==> src/rtl/mmio_button_fifo.sv <==
// -----------------------------------------------------------------------------
// mmio_button_fifo
//   Memory-mapped push-button event queue on the processor data-memory bus.
//   Each raw button is synchronised (2 flops) and debounced. Every accepted
//   level change becomes a press/release event. Events are queued in a small
//   FIFO that software polls (EVENT/STATUS) and consumes (POP/CTRL).
//
//   Entry format (3 bits): [2] = 1 press / 0 release, [1:0] = button index.
//
//   Register map (word offsets from BASE_ADDR):
//     +0 EVENT   RO  {valid, 28'b0, head_entry}; reads 0 when empty
//     +1 STATUS  RO  {22'b0, overflow, full, empty, 3'b0, count[3:0]}
//     +2 POP     WO  any write pops the head if non-empty
//     +3 CTRL    WO  data[0] flush, data[1] clear overflow
//
// Ports
//   clock         in   system clock, posedge
//   CPU_RESETN    in   synchronous active-low reset
//   btn           in   raw asynchronous buttons, active-high
//   wren          in   processor store strobe
//   address_dmem  in   12-bit word address
//   data          in   32-bit store data
//   q_mmio        out  registered read data (1-cycle latency, like RAM)
//   mmio_sel      out  registered; 1 when the previous address hit the window
//   irq_pending   out  combinational, FIFO not empty
// -----------------------------------------------------------------------------
module mmio_button_fifo #(
  parameter logic [11:0] BASE_ADDR       = 12'hF00,
  parameter int          DEPTH           = 8,
  parameter int          NUM_BTNS        = 4,
  parameter int          DEBOUNCE_CYCLES = 1000000
) (
  input  logic                clock,
  input  logic                CPU_RESETN,
  input  logic [NUM_BTNS-1:0] btn,
  input  logic                wren,
  input  logic [11:0]         address_dmem,
  input  logic [31:0]         data,
  output logic [31:0]         q_mmio,
  output logic                mmio_sel,
  output logic                irq_pending
);

  localparam int          AW      = $clog2(DEPTH);
  localparam int          CW      = $clog2(DEPTH + 1);
  localparam logic [19:0] DB_LAST = 20'(DEBOUNCE_CYCLES - 1);

  // Input path state
  logic [NUM_BTNS-1:0] sync1_q, sync1_d, sync2_q, sync2_d, stable_q, stable_d;
  logic [19:0]         cnt_q [NUM_BTNS];
  logic [19:0]         cnt_d [NUM_BTNS];
  logic [NUM_BTNS-1:0] rise, fall;

  // Event state
  logic [NUM_BTNS-1:0] pend_press_q, pend_press_d, pend_rel_q, pend_rel_d;
  logic [AW-1:0]       rd_ptr_q, rd_ptr_d, wr_ptr_q, wr_ptr_d;
  logic [CW-1:0]       count_q, count_d;
  logic                overflow_q, overflow_d;
  logic [2:0]          mem_q [DEPTH];

  // Bus-side state
  logic [31:0]         q_mmio_q, q_mmio_d;
  logic                mmio_sel_q, mmio_sel_d;

  // Decode and arbitration
  logic [12:0]         off;
  logic                in_win, bus_wr, pop, flush, clr_ov;
  logic                empty, full;
  logic [2:0]          head;
  logic                win_valid, push, drop;
  logic [2:0]          win_entry;
  logic [NUM_BTNS-1:0] win_press, win_rel;

  // Only data[1:0] carry meaning for CTRL writes.
  logic unused_data;
  assign unused_data = ^data[31:2];

  // ---------------------------------------------------------------------------
  // Synchroniser + debouncer
  // ---------------------------------------------------------------------------
  // NOTE: every always_comb output gets a default before any branch, so no
  // path leaves a signal unassigned and no latch is inferred.
  always_comb begin
    sync1_d  = btn;
    sync2_d  = sync1_q;
    stable_d = stable_q;
    rise     = '0;
    fall     = '0;
    for (int i = 0; i < NUM_BTNS; i++) begin
      cnt_d[i] = '0;
      if (sync2_q[i] != stable_q[i]) begin
        if (cnt_q[i] == DB_LAST) begin
          stable_d[i] = sync2_q[i];
          rise[i]     = sync2_q[i];
          fall[i]     = ~sync2_q[i];
        end else begin
          cnt_d[i] = cnt_q[i] + 20'd1;
        end
      end
    end
  end

  // ---------------------------------------------------------------------------
  // Bus decode, arbiter and FIFO control
  // ---------------------------------------------------------------------------
  // 13-bit subtraction: addresses below BASE_ADDR wrap to large values and
  // therefore fall outside the window.
  assign off    = {1'b0, address_dmem} - {1'b0, BASE_ADDR};
  assign in_win = (off < 13'd4);
  assign empty  = (count_q == '0);
  assign full   = (count_q == CW'(DEPTH));
  assign head   = mem_q[rd_ptr_q];
  assign bus_wr = wren && in_win;
  assign pop    = bus_wr && (off[1:0] == 2'd2) && !empty;
  assign flush  = bus_wr && (off[1:0] == 2'd3) && data[0];
  assign clr_ov = bus_wr && (off[1:0] == 2'd3) && data[1];

  always_comb begin
    win_valid = 1'b0;
    win_entry = '0;
    win_press = '0;
    win_rel   = '0;
    // Lowest index first; press beats release for the same button.
    for (int i = 0; i < NUM_BTNS; i++) begin
      if (!win_valid) begin
        if (pend_press_q[i]) begin
          win_valid    = 1'b1;
          win_entry    = {1'b1, 2'(i)};
          win_press[i] = 1'b1;
        end else if (pend_rel_q[i]) begin
          win_valid  = 1'b1;
          win_entry  = {1'b0, 2'(i)};
          win_rel[i] = 1'b1;
        end
      end
    end
  end

  // A pop on the same edge frees the slot, so a full FIFO still accepts.
  assign push = win_valid && !flush && (!full || pop);
  assign drop = win_valid && !flush && full && !pop;

  always_comb begin
    pend_press_d = flush ? '0 : ((pend_press_q & ~win_press) | rise);
    pend_rel_d   = flush ? '0 : ((pend_rel_q & ~win_rel) | fall);
    rd_ptr_d     = rd_ptr_q;
    wr_ptr_d     = wr_ptr_q;
    count_d      = count_q;
    if (flush) begin
      rd_ptr_d = '0;
      wr_ptr_d = '0;
      count_d  = '0;
    end else begin
      if (pop)  rd_ptr_d = rd_ptr_q + AW'(1);
      if (push) wr_ptr_d = wr_ptr_q + AW'(1);
      if (push && !pop)      count_d = count_q + CW'(1);
      else if (pop && !push) count_d = count_q - CW'(1);
    end
    // A drop on the same edge as a clear leaves overflow set: an event was lost.
    overflow_d = (overflow_q && !clr_ov) || drop;
  end

  // ---------------------------------------------------------------------------
  // Read data, registered every cycle
  // ---------------------------------------------------------------------------
  always_comb begin
    mmio_sel_d = in_win;
    q_mmio_d   = '0;
    if (in_win) begin
      case (off[1:0])
        2'd0:    q_mmio_d = empty ? 32'd0 : {1'b1, 28'd0, head};
        2'd1:    q_mmio_d = {22'd0, overflow_q, full, empty, 3'd0, 4'(count_q)};
        default: q_mmio_d = '0;
      endcase
    end
  end

  // ---------------------------------------------------------------------------
  // State registers
  // ---------------------------------------------------------------------------
  // NOTE: sequential state uses non-blocking assignments so every flop samples
  // pre-edge values regardless of statement order.
  always_ff @(posedge clock) begin
    if (!CPU_RESETN) begin
      sync1_q      <= '0;
      sync2_q      <= '0;
      stable_q     <= '0;
      for (int i = 0; i < NUM_BTNS; i++) cnt_q[i] <= '0;
      pend_press_q <= '0;
      pend_rel_q   <= '0;
      rd_ptr_q     <= '0;
      wr_ptr_q     <= '0;
      count_q      <= '0;
      overflow_q   <= 1'b0;
      q_mmio_q     <= '0;
      mmio_sel_q   <= 1'b0;
    end else begin
      sync1_q      <= sync1_d;
      sync2_q      <= sync2_d;
      stable_q     <= stable_d;
      for (int i = 0; i < NUM_BTNS; i++) cnt_q[i] <= cnt_d[i];
      pend_press_q <= pend_press_d;
      pend_rel_q   <= pend_rel_d;
      rd_ptr_q     <= rd_ptr_d;
      wr_ptr_q     <= wr_ptr_d;
      count_q      <= count_d;
      overflow_q   <= overflow_d;
      q_mmio_q     <= q_mmio_d;
      mmio_sel_q   <= mmio_sel_d;
    end
  end

  // NOTE: the entry storage has no reset; count gates every read of it, so
  // stale contents are never observable and the array can map to plain RAM.
  always_ff @(posedge clock) begin
    if (push) mem_q[wr_ptr_q] <= win_entry;
  end

  assign q_mmio      = q_mmio_q;
  assign mmio_sel    = mmio_sel_q;
  assign irq_pending = !empty;

endmodule

==> config.mk <==
export PLATFORM = sky130hd
export DESIGN_NAME = mmio_button_fifo
export DESIGN_NICKNAME = d
export VERILOG_FILES = /design/src/rtl/mmio_button_fifo.sv
export SDC_FILE = /design/constraint.sdc
export NUM_CORES = 1
export LEC_CHECK = 0
export CAP_MARGIN = 20
export CORE_AREA = 2 2 111 113
export CTS_CLUSTER_DIAMETER = 60
export CTS_CLUSTER_SIZE = 14
export DETAILED_ROUTE_END_ITERATION = 10
export DIE_AREA = 0 0 113 115
export PLACE_DENSITY_LB_ADDON = 0.08
export RECOVER_POWER = 25
export SLEW_MARGIN = 20
export SYNTH_ARGS = -nofsm -noshare
export SYNTH_HDL_FRONTEND = slang
export SYNTH_SLANG_ARGS = --single-unit
==> constraint.sdc <==
create_clock -name clock -period 4.1 [get_ports clock]
set_clock_uncertainty 0.05 [all_clocks]
set_input_delay 0.615 -clock clock [delete_from_list [all_inputs] [get_ports clock]]
set_output_delay 0.615 -clock clock [all_outputs]
set_load 0.02 [all_outputs]
==> metrics.csv <==
metric;value;unit
clk_path_buf_depth;2;
rsz0062_at_grt;false;
yosysSeqAreaShare;0.498;
largest_reg_flops;80;
cp-end-kind;flip-flop;
syn2layout_area_growth;13.9;%
hp-class;reg2reg;
worstSetupPathType;in2reg;
firstDrtPassIters;7;
r2r_setup_slack;0.95;ns
die_y;115;um
final_cell_mix;dfxtp_1 (123), nor2_1 (121), xor2_1 (56), nand3_1 (43), nand2_1 (35);
ant_nets;0;
setup_tns;0;ns
first_iter_violations;185;
seqPwrFrac;0.480;
core;11800;um^2
grt_start_max_net_pins;21;
gp_congestion;0.798;
min_period_over_period;0.861;
relSlewSlack;0.399;
wl_per_cell;12.9;um
synth_edf_count;24;
fmax;283;MHz
synth_ff_type;dfxtp_1;
hold_path_end;sync2_q[0]$_SDFF_PN0_;
vias;4397;
cts_htree_levels;4;
overflow;0;
power_switching;0.620;mW
worst_slew_pin_slew;0.899;ns
final_common_cell;dfxtp_1;
clock-root-buffer;clkbuf_16;
ys_types;51;
maxCapViolations;0;
ff_latch_area;3180;um^2
clkPwrFrac;0.499;
dp_slack;0.216;ns
cp_data_required_time;4.39;ns
grt_pass1_wl;18800;um
cp-start-kind;input pin;
hold_path_depth;1;
violations;DRC;
clkSlewWorstSetupHoldPaths;0.06;ns
p_comb_frac;0.021;
multi_input_area;2930;um^2
fillers;1017;
grt_pass1_vias;4217;
period_needed;3.53;ns
synth_area;6390;um^2
wl;11000;um
row_count;40;
fin_total_pwr;3.06;mW
dp_cells;815;
cts_tree;built;
clock_latency;0.42;ns
setup_viol;0;
antenna_found_initial;0;
ys_ff_latch;147;
diodes;0;
final_layout_size_suffix_gt1_frac;0.0686;
holdCritStartpoint;sync1_q[0]$_SDFF_PN0_;
postCtsSetupRepairBufs;0;
instances_no_fill;847;
cts_resized;0;
rr_startpoint;pend_press_q[1]$_SDFF_PP0_;
worst_slack;0.569;ns
clock_sinks;147;
ir_drop;0.276;mV
drc;2;
start_util;0.541;
io_pins;85;
yosysTopAreaCell;dfxtp_1;
gr-usage-all-layers;0.178;
syn_avg_cell_area;9.84;um^2
reg2reg_depth;14;
die_w;113;um
cellPowerDensity;421;nW/um^2
regMostFlops;cnt_q;
viasPerCell;5.19;
worstReg2RegEnd;count_q[3]$_SDFFE_PP0P_;
maxSlewViolCount;0;
hpwl;7830;um
worstPathMaxFanout;7;
netlist_instances;649;
ys_warn_count;0;
synth_area_leaders;dfxtp_1 (39%), edfxtp_1 (11%), xor2_1 (7.7%), nor2_1 (7.1%), xnor2_1 (3.4%);
ys_async_sr_fraction;0;
finalHoldViolations;0;
p_int;2.44;mW
numCtsBuffers;17;
port_buffers;30;
hold_buffers;0;
synth.top_cell.area_share;0.386;
total_leakage_power;2.53;nW
final_nets;749;
swShare;0.203;
outcome;complete, but fails checks;
arrival;3.83;ns
dieArea;13000;um^2
-- power groups by stage --
stage               Clock (mW)  Combinational [mW]  Sequential [mW]
global route              1.62              0.0714             1.47
detailed placement           0              0.0658             1.50
finish                    1.53              0.0652             1.47
global placement             0              0.0643             1.50
CTS                       1.56              0.0659             1.47
floorplan                    0              0.0571             1.50
-- cell type report --
| cell class | instances | share of cell area |
|---|---|---|
| clock inverter | 14 | 0.0225 |
| clock buffer | 18 | 0.0590 |
| inverter | 18 | 0.00929 |
| timing repair buffer | 33 | 0.0439 |
| multi-input combinational | 470 | 0.402 |
| tap | 147 | 0.0253 |
| sequential | 147 | 0.438 |
-- metal layers --
layer / share of wire / vias up / track usage / wire length, um
met2: 0.48 / 49 / 0.293 / 5210
met4: 0.019 / 0 / 0.0740 / 209
met1: 0.48 / 2063 / 0.226 / 5260
met5: 0 / - / 0 / 0
li1: - / 2267 / - / -
met3: 0.024 / 18 / 0.0464 / 263
-- metrics by stage --
stage,cell area (um^2),util,hold WS [ns]
final,7270,0.616,0.380
after global routing,7270,0.616,0.404
after CTS,7310,0.619,0.381
after detailed placement,6720,0.569,0.371
after global placement,6720,0.569,0.370
after floorplan,6470,-,0.362
-- worst max-delay path, cell delays in order --
cell             delay [ns]
clkdlybuf4s50_1        0.44
ha_1                   0.33
nor4b_2                0.25
and3_1                 0.21
clkbuf_1               0.30
nand2_1                0.17
ha_1                   0.24
inv_1                  0.12
ha_1                   0.24
a21o_1                 0.17
a21oi_1                0.17
xnor2_1                0.09
or3_1                  0.30
a21oi_1                0.16
-- logic make-up after synthesis --
logic type | synth area share
buffers and inverters | 0.0519
AND/OR/NAND/NOR | 0.248
flip-flops | 0.498
multiplexers | 0.0321
AO/OA/AOI/OAI | 0.0351
adder cells (fa/ha/maj) | 0.0227
other | 0.000587
XOR/XNOR | 0.111
-- worst max-delay path by stage --
stage	endpoint	slack, ns	startpoint	cells past startpoint
after CTS	count_q[3]$_SDFFE_PP0P_	0.65	address_dmem[8]	15
final	count_q[3]$_SDFFE_PP0P_	0.57	address_dmem[8]	14
after detailed placement	count_q[3]$_SDFFE_PP0P_	0.22	address_dmem[8]	15
after floorplan	count_q[3]$_SDFFE_PP0P_	0.90	address_dmem[8]	15
after global placement	count_q[3]$_SDFFE_PP0P_	0.35	address_dmem[8]	15
after global routing	count_q[3]$_SDFFE_PP0P_	0.36	address_dmem[8]	14
-- cells in the mapped netlist (all sizes together), types with 4 or more instances --
master  instances
o21ai           7
inv            18
nand3b          5
nand3          43
buf            33
nor3           11
edfxtp         24
clkbuf          4
ha             10
nor2          121
and2           13
xor2           56
mux2i           7
nand4          18
or3             7
nand2b          5
and3           11
mux4            6
and4            8
dfxtp         123
nor4           18
nand2          35
a21oi          13
xnor2          25
Note: power is estimated with default switching activity, not from simulation.
